`config.mk`:
```
export PLATFORM = sky130hd
export DESIGN_NAME = spm_ctrl
export DESIGN_NICKNAME = d
export VERILOG_FILES = /design/src/rtl/spm_ctrl_pkg.sv /design/src/rtl/spm_ctrl_shift.sv /design/src/rtl/spm_ctrl.sv
export SDC_FILE = /design/constraint.sdc
export NUM_CORES = 1
export LEC_CHECK = 0
export ABC_AREA = 1
export CAP_MARGIN = 0
export CORE_MARGIN = 1
export CORE_UTILIZATION = 48
export DETAILED_ROUTE_END_ITERATION = 8
export MAX_ROUTING_LAYER = met4
export PLACE_DENSITY = 0.83
export SLEW_MARGIN = 20
export SYNTH_ARGS = -nofsm -noshare
export SYNTH_HDL_FRONTEND = slang
export SYNTH_SLANG_ARGS = --single-unit
```
`constraint.sdc`:
```
create_clock -name clk -period 1.85 [get_ports clk]
set_clock_uncertainty 0.15 [all_clocks]
set_input_delay 0.2775 -clock clk [delete_from_list [all_inputs] [get_ports clk]]
set_output_delay 0.2775 -clock clk [all_outputs]
set_load 0.01 [all_outputs]
```
`src/rtl/spm_ctrl_pkg.sv`:
```
// Shared types and sizing helpers for the spm sequencer.
// Counter width and RUN length both follow from WIDTH and PIPE_LAT.
package spm_ctrl_pkg;

  typedef enum logic [1:0] {
    IDLE,
    CLEAR,
    RUN,
    DONE
  } state_e;

  function automatic int run_len(input int w, input int pl);
    return 2 * w + pl;
  endfunction

  function automatic int cnt_width(input int w, input int pl);
    return $clog2(2 * w + pl + 1);
  endfunction

endpackage

```
`src/rtl/spm_ctrl_shift.sv`:
```
// y serialiser and product deserialiser for the spm sequencer.
// SPM_CTRL_SIGNED_EN: y shifts arithmetically (sign-extends b).
module spm_ctrl_shift
  import spm_ctrl_pkg::*;
#(
  parameter int WIDTH = 32
) (
  input  logic               clk,
  input  logic               rst,
  input  logic               load_i,
  input  logic               shift_i,
  input  logic               capture_i,
  input  logic [WIDTH-1:0]   b_i,
  input  logic               p_i,
  output logic               y_o,
  output logic [2*WIDTH-1:0] prod_o
);

  logic [WIDTH-1:0]   y_q;
  logic [2*WIDTH-1:0] p_q;
  logic               fill;

`ifdef SPM_CTRL_SIGNED_EN
  assign fill = y_q[WIDTH-1];
`else
  assign fill = 1'b0;
`endif

  always_ff @(posedge clk) begin
    if (!rst) begin
      y_q <= '0;
      p_q <= '0;
    end else begin
      if (load_i)
        y_q <= b_i;
      else if (shift_i)
        y_q <= {fill, y_q[WIDTH-1:1]};
      // bits arrive LSB-first; entering at the MSB leaves bit k at prod[k]
      if (capture_i)
        p_q <= {p_i, p_q[2*WIDTH-1:1]};
    end
  end

  assign y_o    = y_q[0];
  assign prod_o = p_q;

endmodule

```
`src/rtl/spm_ctrl.sv`:
```
// Sequencer for the serial-parallel multiplier array.
// Define SPM_CTRL_SIGNED_EN for two's-complement operands.
module spm_ctrl
  import spm_ctrl_pkg::*;
#(
  parameter int WIDTH    = 32,
  parameter int PIPE_LAT = 1
) (
  input  logic               clk,
  input  logic               rst,
  input  logic               in_valid,
  output logic               in_ready,
  input  logic [WIDTH-1:0]   a,
  input  logic [WIDTH-1:0]   b,
  output logic               out_valid,
  input  logic               out_ready,
  output logic [2*WIDTH-1:0] prod,
  output logic [WIDTH-1:0]   spm_x,
  output logic               spm_y,
  output logic               spm_clr,
  input  logic               spm_p
);

  localparam int CW = cnt_width(WIDTH, PIPE_LAT);
  localparam int RL = run_len(WIDTH, PIPE_LAT);
  localparam logic [CW-1:0] LAST = CW'(RL - 1);
  localparam logic [CW-1:0] PLAT = CW'(PIPE_LAT);

  state_e           state_q;
  logic [CW-1:0]    cnt_q;
  logic             in_ready_q;
  logic             out_valid_q;
  logic             clr_q;
  logic [WIDTH-1:0] x_q;
  logic             accept;
  logic             running;
  logic             capture;
  logic             y_bit;

  assign accept  = (state_q == IDLE) && in_valid;
  assign running = (state_q == RUN);
  assign capture = running && (cnt_q >= PLAT);

  spm_ctrl_shift #(
    .WIDTH(WIDTH)
  ) u_shift (
    .clk      (clk),
    .rst      (rst),
    .load_i   (accept),
    .shift_i  (running),
    .capture_i(capture),
    .b_i      (b),
    .p_i      (spm_p),
    .y_o      (y_bit),
    .prod_o   (prod)
  );

  always_ff @(posedge clk) begin
    if (!rst) begin
      state_q     <= IDLE;
      cnt_q       <= '0;
      in_ready_q  <= 1'b1;
      out_valid_q <= 1'b0;
      clr_q       <= 1'b0;
      x_q         <= '0;
    end else begin
      unique case (state_q)
        IDLE: begin
          if (in_valid) begin
            x_q        <= a;
            in_ready_q <= 1'b0;
            clr_q      <= 1'b1;
            cnt_q      <= '0;
            state_q    <= CLEAR;
          end
        end
        CLEAR: begin
          clr_q   <= 1'b0;
          cnt_q   <= '0;
          state_q <= RUN;
        end
        RUN: begin
          if (cnt_q == LAST) begin
            out_valid_q <= 1'b1;
            state_q     <= DONE;
          end else begin
            cnt_q <= cnt_q + CW'(1);
          end
        end
        DONE: begin
          if (out_ready) begin
            out_valid_q <= 1'b0;
            in_ready_q  <= 1'b1;
            state_q     <= IDLE;
          end
        end
        default: state_q <= IDLE;
      endcase
    end
  end

  // reset forces the handshake closed and the array cleared immediately
  assign in_ready  = in_ready_q & rst;
  assign spm_clr   = clr_q | ~rst;
  assign out_valid = out_valid_q;
  assign spm_x     = x_q;
  assign spm_y     = running & y_bit;

endmodule

```
After elaboration in Yosys (flattened, before gate mapping)
Cells that the tools add are included.

cells by class
  equal/unequal tests = 8
  bitwise gates (word level) = 4
  magnitude comparators = 1
  reduce and logical (&&, ||, !) cells = 14
  multiplexer cells = 17
  add/sub/neg operators = 1

operator list
  cell                   number
  $mux W32               2
  $pmux W7 S3            1
  $mux W7                2
  $reduce_and A3 Y1      4
  $pmux W2 S4            1
  $reduce_bool A2 Y1     4
  $add A7 B1 Y7 const B  1
  $eq A7 B7 Y1 const B   1
  $ge A7 B1 Y1 const B   1
  $mux W2                3
  $ne A2 B2 Y1 const B   3
  $pmux W1 S2            3
  $mux W1                5
  $eq A2 B2 Y1 const B   2
  $reduce_and A2 Y1      2
  $reduce_bool A3 Y1     1
  $and A1 B1 Y1          2
  $eq A2 B1 Y1 const B   1
  $logic_and A1 B1 Y1    2
  $logic_not A2 Y1       1
  $ne A2 B1 Y1 const B   1
  $not A1 Y1             1
  $or A1 B1 Y1           1

word-level totals
  bits of input ports = 69
  logic and storage cells = 53
  flip-flop bits (word level) = 140

Depth between registers and ports, before layout
Gate-level depths: netlist (run 1).

  depth in word-level cells = 3
  mapped depth = 10
  mapped depth without buffers = 10

Cells and area by module
A second synthesis (run 1) with hierarchy kept.

second synthesis, totals
  cells, all modules = 810
  area, all modules = 5,830.6 µm²

modules (own cells, without submodules)
  module          instances  cells each  area an instance (µm²)
  spm_ctrl_shift  1          546         3,915.0
  spm_ctrl        1          264         1,915.6

Least setup slack after synthesis (run 1)
Ideal clock, no wire load.

  path kind = reg-to-output
  start point = reg state_q[0]
  end point = out spm_y
  data required time = 1.422 ns
  arrival = 1.209 ns
  stages on the path, launching flop included = 8
  path buffers = 3
  slack = 0.213 ns
  cells stage by stage = dfxtp_1 -> inv_1 -> ha_1 -> buf_2 -> buf_2 -> buf_2 -> nand2_1 -> inv_1

between the ends
  cells in the longest elaborated chain, start to end = 2

RTL lines
  item                    RTL line         RTL
  start, declared         spm_ctrl.sv:29   state_e state_q;
  start signal, assigned  spm_ctrl.sv:60   state_q <= IDLE;
  start signal, assigned  spm_ctrl.sv:74   state_q <= CLEAR;
  start signal, assigned  spm_ctrl.sv:80   state_q <= RUN;
  $eq A2 B2 Y1            spm_ctrl.sv:41   assign running = (state_q == RUN);
  $and A1 B1 Y1           spm_ctrl.sv:107  assign spm_y = running & y_bit;
  end, declared           spm_ctrl.sv:19   output logic spm_y,

Every way passes these cells.

Worst setup path after layout (run 1)
  start point = reg u_shift.p_q[7], in the netlist u_shift.prod_o[7]
  end point = out prod[7]

RTL lines
  item                    RTL line              RTL
  start, declared         spm_ctrl_shift.sv:20  logic [2*WIDTH-1:0] p_q;
  start signal, assigned  spm_ctrl_shift.sv:40  p_q <= {p_i, p_q[2*WIDTH-1:1]};
  end, declared           spm_ctrl.sv:17        output logic [2*WIDTH-1:0] prod,

No word-level cell between the ends.

==> impl_table.tex, run 1 <==
\begin{tabular}{lr}
\hline
Metric & Value \\
\hline
\multicolumn{2}{l}{\textbf{Place}} \\
\quad Total of buffers placed on input and output ports & about 170 \\
\quad Placer congestion estimate & 0.8280 \\
\quad Estimated wirelength of the detail-placed design & 9647 um \\
\quad Placement Setup Slack & 0.09249 ns \\
\quad Standard cell area after detailed placement & 7890 um\^{}2 \\
\multicolumn{2}{l}{\textbf{Worst setup path}} \\
\quad Slack of the worst reg-to-reg path & 0.09 ns \\
\quad Depth of the critical timing path with buffers and inverters included & 1 \\
\quad Buf+Inv Stages, Crit Path & 1 \\
\quad Cell breakdown of the critical path & clkdlybuf4s50\_1 \\
\quad Cell type group with the largest total delay on the critical path & buffers and inverters \\
\quad Setup CP Type & flop to output port \\
\quad Element type at the critical path end & output port \\
\quad Worst-case reg-to-reg path depth & 9 \\
\quad Worst reg2reg endpoint & u\_shift.y\_q[24] \\
\quad Category of the worst setup path launch point & flop \\
\quad Largest incremental delay on the critical path & between 0.5 and 0.6 ns \\
\quad Termination of the worst setup path & prod[7] \\
\quad Data required, critical path & 1.42 ns \\
\quad First element of the critical path & u\_shift.prod\_o[7] \\
\quad Crit path max-delay cell type & clkdlybuf4s50\_1 \\
\quad Data arrival time of the critical path & between 1 and 1.5 ns \\
\quad Launch instance of the worst register-to-register path & state\_q[0] \\
\quad Largest fanout on the critical path & 3 \\
\multicolumn{2}{l}{\textbf{Power}} \\
\quad Power per cell area & between 1000 and 1500 nW/um\^{}2 \\
\quad Leak Pwr & approximately 3.4 nW \\
\quad Worst vdd ir & roughly 0.85 mV \\
\multicolumn{2}{l}{\textbf{CTS}} \\
\quad Worst-path clk slew & around 0.060 ns \\
\quad Hold-fix buffer count after cts & 0 \\
\quad Clock root buffer & clkbuf\_16 \\
\quad Number of CTS-inserted buffers & 17 \\
\quad TritonCTS clock tree & built \\
\quad Worst-Skew Late Latency & 0.41 ns \\
\quad Maximum root-to-sink buffer count & 2 \\
\quad H-tree lvl count & 4 \\
\quad CTS sink cnt & 140 \\
\multicolumn{2}{l}{\textbf{Floorplan}} \\
\quad Placement row count & 40 \\
\quad Die ar. & between 10000 and 15000 um\^{}2 \\
\quad Ports & 169 \\
\quad Vertical extent of the die & roughly 110 um \\
\quad Initial Util & 0.4974 \\
\quad Floorplan Core Area & 12110 um\^{}2 \\
\quad Die outline width & 114.0 um \\
\multicolumn{2}{l}{\textbf{Finish}} \\
\quad Antenna cells & 0 \\
\quad Syn-to-layout area delta & 41.64\% \\
\quad Fill cells & 980 \\
\quad Summed area of non-filler cells in the final layout & approximately 8500 um\^{}2 \\
\quad Fraction of final layout cells sized beyond drive strength 1 & 0.1126 \\
\quad Post-layout nets & 1027 \\
\multicolumn{2}{l}{\textbf{Synthesis}} \\
\quad Number of enable-type register cells in the synthesized netlist & 0 \\
\quad Sequential cell area fraction in the yosys report & 0.4652 \\
\quad Area of the mapped netlist & around 6000 um\^{}2 \\
\quad Most frequent cell after synthesis & nand2\_1 \\
\quad Count of cell types in the netlist & 21 \\
\quad List of most frequent post-synthesis cells & nand2\_1, nor2\_1, dfxtp\_1, nand3b\_1, nor2\_2 \\
\quad Syn Inst Count & $\sim$790 \\
\quad Main area contributors after synthesis & dfxtp\_1, nand2\_1, nor2\_1 \\
\quad Share of the synthesized area in the top cell type & 0.4652 \\
\quad Ys flop type & dfxtp\_1 \\
\quad Post-synthesis cell type with the largest combined area & dfxtp\_1 \\
\quad Mean instance size in the synthesized netlist & 7.588 um\^{}2 \\
\quad Post-synthesis async set-or-reset flop share & 0 \\
\quad Yosys warning total & 0 \\
\quad Synthesized net count & slightly below 900 \\
\quad FF+latch count, synth & 140 \\
\multicolumn{2}{l}{\textbf{Drt}} \\
\quad Mean number of vias per cell & 4.957 \\
\quad Iteration-0 DRC Markers & 553 \\
\quad First-pass iteration count of the detailed router & 4 \\
\quad Average wire per standard cell & 13.16 um \\
\quad Drt drc & 0 \\
\quad Post-detailed-routing wire length & about 15000 um \\
\quad DRT antenna net count & 0 \\
\quad Via count of the routed design & between 5000 and 6000 \\
\multicolumn{2}{l}{\textbf{Global routing}} \\
\quad Maximum number of pins on one net before global-route repair & about 100 \\
\quad Global-route wire length before repair & between 20000 and 25000 um \\
\quad Global-route total usage across every layer & 0.2386 \\
\quad Number of global-route vias before repair & a little under 5000 \\
\quad Number of antenna violations at the first check in global routing & 0 \\
\quad Total overflow reported by the global router & 0 \\
\multicolumn{2}{l}{\textbf{Timing}} \\
\quad Actual slew at the worst max-slew pin & 0.4051 ns \\
\quad Fraction of the cycle the final worst path needs & 0.9734 \\
\quad Max-slew headroom & 0.7300 \\
\quad Final hold violations & 0 \\
\quad Count of pins over their slew limit & 0 \\
\quad Final count of negative-setup-slack endpoints & 0 \\
\quad Maximum achievable frequency & between 0.5 and 0.6 GHz \\
\quad Post-route minimum period & $\sim$1.8 ns \\
\quad Minimum setup slack in the final design & about 0.05 ns \\
\quad RSZ-0062 raised after global routing & true \\
\multicolumn{2}{l}{\textbf{Run}} \\
\quad Count of maximum capacitance violations & 0 \\
\multicolumn{2}{l}{\textbf{Worst hold path}} \\
\quad Hold Path Cell Cnt & 2 \\
\quad Min-delay worst type & input port to flop \\
\multicolumn{2}{l}{\textbf{Outcome}} \\
\quad Status & complete, no violations \\
\hline
\end{tabular}
-- kinds of logic (layout without fill, tap and decap cells) --
logic type,after synthesis,after routing,synth area share
and+or+nand+nor,490,490,0.3759
DFF,140,140,0.4652
buffers and inverters,80,245,0.07040
AOI/OAI and AO/OA,74,74,0.06833
adders and majority gates,9,9,0.01869
xor gates and xnor gates,1,1,0.001454
-- worst min-delay path by stage --
stage                   startpoint              end  slack, ns
global route                   rst       in_ready_q       0.01
global placement        in_ready_q       in_ready_q       0.31
detailed placement  u_shift.y_q[1]   u_shift.y_q[0]       0.32
floorplan                    b[31]  u_shift.y_q[31]       0.28
CTS                            rst       in_ready_q      0.001
finish                         rst       in_ready_q       0.02
-- metal layers --
| layer | vias to the layer above | track usage | part of all wire |
|---|---|---|---|
| met2 | 136 | 0.3782 | 0.49 |
| met5 | - | - | 0 |
| met3 | 25 | 0.05579 | 0.036 |
| li1 | 2866 | - | - |
| met4 | 0 | 0.09091 | 0.021 |
| met1 | 2559 | 0.2955 | 0.46 |
-- flip-flops by register name, summed over array words and instances (netlist names) --
| name | count |
|---|---|
| clr_q | 1 |
| cnt_q | 7 |
| state_q | 2 |
| u_shift.y_q | 32 |
| spm_x | 32 |
| in_ready_q | 1 |
| out_valid | 1 |
| u_shift.prod_o | 64 |
-- cells in the final DEF (no fill, tap or decap), types with 15 or more instances in the layout --
| cell type | netlist | final |
|---|---|---|
| buf_4 | 0 | 15 |
| nor2_1 | 165 | 165 |
| dfxtp_1 | 140 | 137 |
| clkdlybuf4s50_1 | 0 | 164 |
| inv_1 | 21 | 19 |
| nand2_1 | 172 | 171 |
| nor2_2 | 43 | 43 |
| nand3_1 | 39 | 39 |
| o21ai_0 | 33 | 33 |
| nand3b_1 | 66 | 66 |
| a31oi_1 | 30 | 30 |
| clkbuf_16 | 0 | 18 |
-- cell type report --
cell class	instances	area (um^2)	area share
clock inverters	6	86.33	0.01012
clock buffers	23	498.0	0.05836
repair buffers	194	2034	0.2384
multi-input cells	574	2813	0.3296
inverters	22	82.58	0.009677
flip-flops and latches	140	2809	0.3292
well taps	168	210.2	0.02463
-- report_power, final --
| group | internal, mW | leakage, nW | switching (mW) |
|---|---|---|---|
| logic | 1.78 | 1.92 | 2.15 |
| registers | 3.57 | 1.14 | 0.344 |
| clock network | 2.14 | 0.287 | 1.21 |
-- through the flow --
| stage | TNS, ns | hold slack [ns] | util | instances | power (mW) |
|---|---|---|---|---|---|
| detailed placement | 0 | 0.3168 | 0.6514 | 1094 | 7.750 |
| global placement | 0 | 0.3063 | 0.6514 | 1094 | 7.686 |
| floorplan | 0 | 0.2765 | - | 794 | 6.240 |
| global route | -0.01728 | 0.01075 | 0.7045 | 1127 | 11.82 |
| finish | 0 | 0.01917 | 0.7045 | 1127 | 11.19 |
| CTS | 0 | 0.001179 | 0.7004 | 1124 | 11.13 |
-- repair_timing --
action / 4_1_cts / 5_1_grt
cloned: 0 / 1
endpoints found under the setup margin: 1 / 19
resized for setup: 4 / 5
pin swaps: 0 / 1
setup buffers: 1 / 2
Note: power is estimated with default switching activity, not from simulation.
==> inputs of run 2 (changes only) <==
--- a/config.mk
+++ b/config.mk
@@ -10,6 +10,7 @@
 export CORE_MARGIN = 1
 export CORE_UTILIZATION = 48
 export DETAILED_ROUTE_END_ITERATION = 8
+export HOLD_SLACK_MARGIN = 0.12
 export MAX_ROUTING_LAYER = met4
 export PLACE_DENSITY = 0.83
 export SLEW_MARGIN = 20
==> impl_table.tex, run 2 (synthesis results as in run 1) <==
\begin{tabular}{lr}
\hline
Metric & Value \\
\hline
\multicolumn{2}{l}{\textbf{Outcome}} \\
\quad Status & complete, no violations \\
\multicolumn{2}{l}{\textbf{Finish}} \\
\quad Area of combinational cells with multiple inputs & between 2000 and 3000 um\^{}2 \\
\quad Post-layout nets & 1028 \\
\quad Most frequent standard cell in the layout excluding fill and tap cells & nand2\_1 \\
\quad Area of all sequential standard cells & around 2800 um\^{}2 \\
\quad Fill cells & around 980 \\
\quad Antenna cells & 0 \\
\quad Most used cells in the layout excluding fill and tap cells & nand2\_1, nor2\_1, clkdlybuf4s50\_1, dfxtp\_1, nand3b\_1 \\
\quad Fin util & 0.7054 \\
\quad Fraction of final layout cells sized beyond drive strength 1 & 0.1125 \\
\quad Number of flip-flops under the largest register name & 64 \\
\quad Syn-to-layout area delta & 41.81\% \\
\multicolumn{2}{l}{\textbf{Floorplan}} \\
\quad Placement row count & 40 \\
\quad Initial Util & 0.4974 \\
\quad Ports & between 150 and 200 \\
\quad Die ar. & 13000 um\^{}2 \\
\quad Vertical extent of the die & roughly 110 um \\
\quad Die outline width & 114.0 um \\
\quad Floorplan Core Area & about 12000 um\^{}2 \\
\multicolumn{2}{l}{\textbf{Run}} \\
\quad Count of maximum capacitance violations & 0 \\
\multicolumn{2}{l}{\textbf{Worst setup path}} \\
\quad Setup CP Type & flop to output port \\
\quad Cell type group with the largest total delay on the critical path & buffers and inverters \\
\quad Crit path max-delay cell type & clkdlybuf4s50\_1 \\
\quad Category of the worst setup path launch point & flop \\
\quad Largest incremental delay on the critical path & about 0.59 ns \\
\quad Buf+Inv Stages, Crit Path & 1 \\
\quad Data arrival time of the critical path & 1.37 ns \\
\quad Largest fanout on the critical path & 3 \\
\quad Element type at the critical path end & output port \\
\quad Cell breakdown of the critical path & clkdlybuf4s50\_1 \\
\quad Data required, critical path & around 1.4 ns \\
\multicolumn{2}{l}{\textbf{CTS}} \\
\quad Clock root buffer & clkbuf\_16 \\
\quad Worst-path clk slew & 0.06 ns \\
\quad Worst-Skew Late Latency & just over 0.4 ns \\
\quad CTS sink cnt & 140 \\
\quad TritonCTS clock tree & built \\
\quad H-tree lvl count & 4 \\
\quad Number of CTS-inserted buffers & 17 \\
\quad Maximum root-to-sink buffer count & 2 \\
\multicolumn{2}{l}{\textbf{Drt}} \\
\quad Post-detailed-routing wire length & roughly 15000 um \\
\quad Average wire per standard cell & between 10 and 15 um \\
\quad Iteration-0 DRC Markers & 568 \\
\quad DRT antenna net count & 0 \\
\quad First-pass iteration count of the detailed router & 5 \\
\quad Via count of the routed design & $\sim$5600 \\
\quad Mean number of vias per cell & 4.979 \\
\quad Drt drc & 0 \\
\multicolumn{2}{l}{\textbf{Timing}} \\
\quad Fraction of the cycle the final worst path needs & 0.9728 \\
\quad Maximum achievable frequency & between 0.5 and 0.6 GHz \\
\quad RSZ-0062 raised after global routing & true \\
\quad Count of pins over their slew limit & 0 \\
\quad Final hold violations & 0 \\
\quad Max-slew headroom & 0.7266 \\
\quad Final hold slack & about 0.20 ns \\
\quad Post-route minimum period & about 1.8 ns \\
\quad Actual slew at the worst max-slew pin & 0.4101 ns \\
\quad Final count of negative-setup-slack endpoints & 0 \\
\multicolumn{2}{l}{\textbf{Worst hold path}} \\
\quad Min-delay worst type & input port to flop \\
\multicolumn{2}{l}{\textbf{Power}} \\
\quad Power share of the sequential group & 0.350 \\
\quad Power per cell area & 1310 nW/um\^{}2 \\
\quad Design internal power & $\sim$7.5 mW \\
\quad Switching part of the total power & 0.3308 \\
\quad Clock power share & 0.299 \\
\quad Combinational Power Share & 0.352 \\
\quad Leak Pwr & 3.357 nW \\
\quad P\_sw & approximately 3.7 mW \\
\quad Worst vdd ir & 0.8445 mV \\
\multicolumn{2}{l}{\textbf{Place}} \\
\quad Estimated wirelength of the detail-placed design & between 9000 and 10000 um \\
\quad Total of buffers placed on input and output ports & 168 \\
\quad Placer congestion estimate & about 0.83 \\
\multicolumn{2}{l}{\textbf{Global routing}} \\
\quad Number of global-route vias before repair & approximately 5000 \\
\quad Maximum number of pins on one net before global-route repair & 99 \\
\quad Global-route total usage across every layer & 0.2392 \\
\quad Total overflow reported by the global router & 0 \\
\quad Number of antenna violations at the first check in global routing & 0 \\
\quad Global-route wire length before repair & 24050 um \\
\hline
\end{tabular}
## run 2: repair_timing
action                     4_1_cts  5_1_grt
gates resized for setup          4        5
hold endpoints to repair         5        0
gates cloned                     0        1
setup buffers                    1        2
pin swaps                        0        1
hold buffers                     1        0
setup endpoints to repair        1       19
## run 2: routing by layer
| metal | share of wire | track usage | wire length, um | up-vias |
|---|---|---|---|---|
| li1 | - | - | - | 2868 |
| met1 | 0.45 | 0.2928 | 6729 | 2576 |
| met2 | 0.48 | 0.3786 | 7200 | 144 |
| met3 | 0.039 | 0.05898 | 582 | 28 |
| met4 | 0.024 | 0.09610 | 356 | 0 |
| met5 | 0 | - | 0 | - |
## run 2: final timing paths
check	from	endpoint	slack [ns]	depth (start not counted)
max	u_shift.prod_o[7]	prod[7]	0.05	1
max reg2reg	state_q[0]	u_shift.y_q[24]	0.09	9
min reg2reg	u_shift.y_q[31]	u_shift.y_q[31]	0.32	2
min	rst	cnt_q[1]	0.20	3
## run 2: area by class of cell
class,count,share of cell area
multi-input combinational,574,0.3292
sequential,140,0.3288
timing repair buffer,195,0.2393
clock buffer,23,0.05829
tap,168,0.02460
clock inverter,6,0.01011
inverter,22,0.009666
## run 2: power groups by stage
stage          registers [mW]  clock network [mW]  logic, mW
4_1_cts                  3.90                3.40       3.83
5_1_grt                  3.97                3.53       4.32
3_5_place_dp             3.95                   0       3.80
6_report                 3.91                3.34       3.93
3_3_place_gp             3.94                   0       3.75
2_1_floorplan            4.06                   0       2.18
## run 2: tightest hold or removal path, stage by stage
cell and delay, ns:
buf_4 0.15, inv_2 0.15, a21oi_1 0.14
## run 2: stage by stage
stage	power, mW	TNS, ns	setup slack (ns)	area (um^2)	instances
2_1_floorplan	6.240	0	0.2130	6025	794
3_3_place_gp	7.686	0	0.1329	7890	1094
3_5_place_dp	7.750	0	0.09249	7890	1094
4_1_cts	11.13	0	0.0008511	8493	1125
5_1_grt	11.82	-0.01703	-0.007338	8543	1128
6_report	11.19	0	0.05024	8543	1128
==> patch 1: new RTL, config.mk and constraints of run 1 <==
The 4 states of `state_e` get a one-hot encoding in 4 bits.
--- a/src/rtl/spm_ctrl_pkg.sv
+++ b/src/rtl/spm_ctrl_pkg.sv
@@ -2,11 +2,11 @@
 // Counter width and RUN length both follow from WIDTH and PIPE_LAT.
 package spm_ctrl_pkg;
 
-  typedef enum logic [1:0] {
-    IDLE,
-    CLEAR,
-    RUN,
-    DONE
+  typedef enum logic [3:0] {
+    IDLE  = 4'b0001,
+    CLEAR = 4'b0010,
+    RUN   = 4'b0100,
+    DONE  = 4'b1000
   } state_e;
 
   function automatic int run_len(input int w, input int pl);
Formal check against the unedited RTL: same outputs for any inputs over 4 cycles, from zero or initial values and one cycle with rst low; so few cycles prove little.
==> patch 1 against run 1 <==
- wire length shrank 1.6%
- sequential cell count grew 2
- synthesized area shrank 10%
- worst setup slack gained 0.0081 ns
- sequential share of layout area grew 3.5 points
- final area shrank 8.6%
- utilization grew 0.87 points
- critical path type unchanged
- critical endpoint is now prod[15]
- highest routed layer unchanged
Power is not compared: it rests on default switching activity, and its combinational part moved more than twofold at a synthesized area within 25%.
==> patch 1: results (changes against run 1) <==
Layout Cells excl Fill=989 (-12%); syn_area_per_cell=8.008 µm² (+5.5%); vias in the first global route=4745 (-3.9%); DR WL met2=7006 µm (-3.1%); Detailed Routing Iterations Pass 1=5 (+1); met1 wire length=5856 µm (-13%); number of filler cells placed in the layout=818 (-17%); Iteration-0 DRC Markers=412 (-25%); vias per inst=5.109 (+3.1%); n_diodes=0 (unchanged); Worst R2R End=u_shift.prod_o[7]; placed insts=955 (-13%); Detail Placement HPWL=9359 µm (-3.0%); Place WS=0.06379 ns (-0.02870 ns); overall routed net length=14590 µm (-1.6%); synth top area cells=dfxtp_1, nor2_1, nand2_1; R2R Path Start=cnt_q[1]; global-route wire length before repair=22290 µm (-7.2%); post-synthesis cell type count=29 (+38%); net count after synthesis=749 (-14%); total track usage=0.2541 (+0.01549); largest net degree at the start of global routing=74 (-25%); status=finished, final reports clean; GP Congestion=0.7985 (-3.6%); met3 wire length=1394 µm (+160%); Slew @ Worst Pin=0.7483 ns (+0.3433 ns); register area share after synthesis=0.5243 (+0.05914)
==> patch 1: cell count changes in the layout (fill, tap and decap cells not counted), sizes merged, moves of 25 or more <==
cell,run 1,this run
a31oi,30,1
o21ai,33,65
nor2,208,149
nand2,172,127
nand3b,66,2
nand3,39,14
a22oi,0,30
a21oi,10,72
==> patch 1: metrics by stage <==
stage	hold WS, ns	area [µm²]	TNS (ns)	utilization
after detailed placement	0.2997	7128	0	0.6518
after global routing	0.09274	7800	-0.01736	0.7133
final	0.1010	7800	0	0.7133
after global placement	0.2974	7128	0	0.6518
after CTS	0.08471	7742	0	0.7080
after floorplan	0.2703	5421	0	-
==> patch 1: area by class of cell <==
cell class	count	area (µm²)	area share
clock buffer	20	456.7	0.05855
clock inverter	12	160.2	0.02053
inverter	20	82.58	0.01059
multi-input combinational	470	2186	0.2802
sequential	142	2844	0.3646
tap	140	175.2	0.02246
timing repair buffer	185	1896	0.2430
==> patch 1: worst max-delay path by stage <==
| stage | from | to | slack (ns) | cells past startpoint |
|---|---|---|---|---|
| 6_report | u_shift.prod_o[15] | prod[15] | 0.06 | 1 |
| 5_1_grt | cnt_q[1] | u_shift.prod_o[7] | -0.02 | 9 |
| 4_1_cts | state_q[1] | spm_y | 0.01 | 4 |
| 3_5_place_dp | cnt_q[1] | u_shift.prod_o[33] | 0.06 | 9 |
| 3_3_place_gp | cnt_q[1] | u_shift.prod_o[0] | 0.14 | 9 |
| 2_1_floorplan | cnt_q[1] | u_shift.prod_o[52] | 0.38 | 9 |
==> patch 1: routing by layer <==
layer | track usage | up-vias
met3 | 0.1061 | 31
met5 | - | -
met2 | 0.4063 | 178
li1 | - | 2537
met1 | 0.2789 | 2307
met4 | 0.1052 | 0
==> patch 1: cell families after synthesis <==
kind of cell             count (synthesis)  synth area share
AND/OR/NAND/NOR                        296            0.2216
buffers and inverters                   65           0.07339
flip-flops                             142            0.5243
AO/OA/AOI/OAI                          171            0.1738
adder cells (fa/ha/maj)                  3          0.006924
==> patch 1: report_power, final <==
part           leakage [nW]  total, mW  switching [mW]  internal [mW]
sequential             1.15       3.26          0.0758           3.19
clock                 0.289       3.51            1.30           2.20
combinational          1.50      0.826           0.420          0.406
total                  2.95       7.60            1.80           5.80
==> patch 1: timing repair <==
item,CTS,global route
gates resized for setup,2,9
setup endpoints to repair,2,53
buffers inserted,0,1
pin swaps,0,2
cloned,0,1
==> patch 2: new RTL, settings of run 1 <==
Made on the original files. `WIDTH` is set to 32 in 2 places; all go to 40.
--- a/src/rtl/spm_ctrl_shift.sv
+++ b/src/rtl/spm_ctrl_shift.sv
@@ -3,7 +3,7 @@
 module spm_ctrl_shift
   import spm_ctrl_pkg::*;
 #(
-  parameter int WIDTH = 32
+  parameter int WIDTH = 40
 ) (
   input  logic               clk,
   input  logic               rst,
--- a/src/rtl/spm_ctrl.sv
+++ b/src/rtl/spm_ctrl.sv
@@ -3,7 +3,7 @@
 module spm_ctrl
   import spm_ctrl_pkg::*;
 #(
-  parameter int WIDTH    = 32,
+  parameter int WIDTH    = 40,
   parameter int PIPE_LAT = 1
 ) (
   input  logic               clk,
Ports: changed (resized a, b, prod and spm_x); port bits go from 169 to 209. No check against the original RTL was run, so the function may have changed too.
==> patch 2 against run 1 <==
- synthesized area is 11% higher
- worst setup slack got worse by 0.044 ns
- register-to-register slack lost 0.08 ns
- highest routed layer unchanged
- largest power group is now sequential cells
- power grew 10%
- first-iteration DRC count increased by 0.18%
- critical path type is now reg2reg
- wire length increased by 27%
- final area increased by 14%
- sequential power is 19% higher
- non-clock buffer count grew 48
- sequential cell count up 32
- global-route usage grew 1.1 points
- utilization rose by 2.3 points
- fmax is 2.4% lower
==> patch 2: results (changes against run 1) <==
status=finished, final reports clean; Signal buf overhead=0.2620 (+0.02361); overall routed net length=18890 µm (+27%); post-synthesis cell type count=25 (+19%); Psw=4.008 mW (+8.3%); IO Port Bufs=208 (+24%); number of filler cells placed in the layout=983 (+0.31%); largest net degree at the start of global routing=89 (-10%); vias in the first global route=5762 (+17%); Non-CTS buffers=242 (+25%); syn_area_per_cell=7.662 µm² (+0.98%); xor and xnor area share after synthesis=0.001309 (-0.0001444); leakage=3.771 nW (+12%); Worst R2R Path Depth=10 (+1); Non-CTS inverters=30 (+36%); Detail Placement HPWL=11440 µm (+19%); Post-Place Cell Area=8897 µm² (+13%); total track usage=0.2494 (+0.01077); clock latency on the worst-skew pair=0.43 ns (+0.02 ns); clk sinks=172 (+23%); share of cells above drive strength 1=0.08840 (-0.02422); Clock buf/inv share=0.05913 (-0.009350); final hold slack=0.02688 ns (+0.007709 ns); global-route wire length before repair=27890 µm (+16%); maximum VDD drop=0.0006307 V (-25%); Synth Area in Compound Gates=0.1379 (+0.06953); Clk. pwr=3.52 mW (+5%); Via Count=6612 (+18%); Detailed Routing Iterations Pass 1=6 (+2); Seq pwr share=0.378 (+0.028); sequential cell area share=0.3532 (+0.02403); DR WL met2=9065 µm (+25%); GP Congestion=0.7761 (-6.3%); Iteration-0 DRC Markers=554 (+0.18%); hold path cells=3 (+1); met1 wire length=7976 µm (+18%)
-- patch 2: changes by cell type after synthesis, sizes merged, moves of 10 or more --
cell,run 1,this run
nor2,208,256
o21ai,33,122
clkbuf,18,28
nand2,172,119
dfxtp,140,172
nand3b,66,0
-- patch 2: worst max-delay path: cells and delay by family (launching register included) --
family	cells	cell delay [ns]
compound gates	1	0.15
fa+ha+maj	1	0.20
buf+inv	5	0.61
flops	1	0.35
simple gates	3	0.29
-- patch 2: timing repair --
| item | in CTS | in global routing |
|---|---|---|
| cloned | 0 | 6 |
| setup buffers | 0 | 5 |
| resized for setup | 5 | 25 |
| pin swaps | 0 | 4 |
| setup endpoints to repair | 71 | 113 |
| hold buffers | 0 | 0 |
-- patch 2: routing by layer --
metal	vias up	GRT usage
met3	47	0.06274
met5	-	-
li1	3245	-
met2	250	0.3933
met1	3070	0.3045
met4	0	0.1000
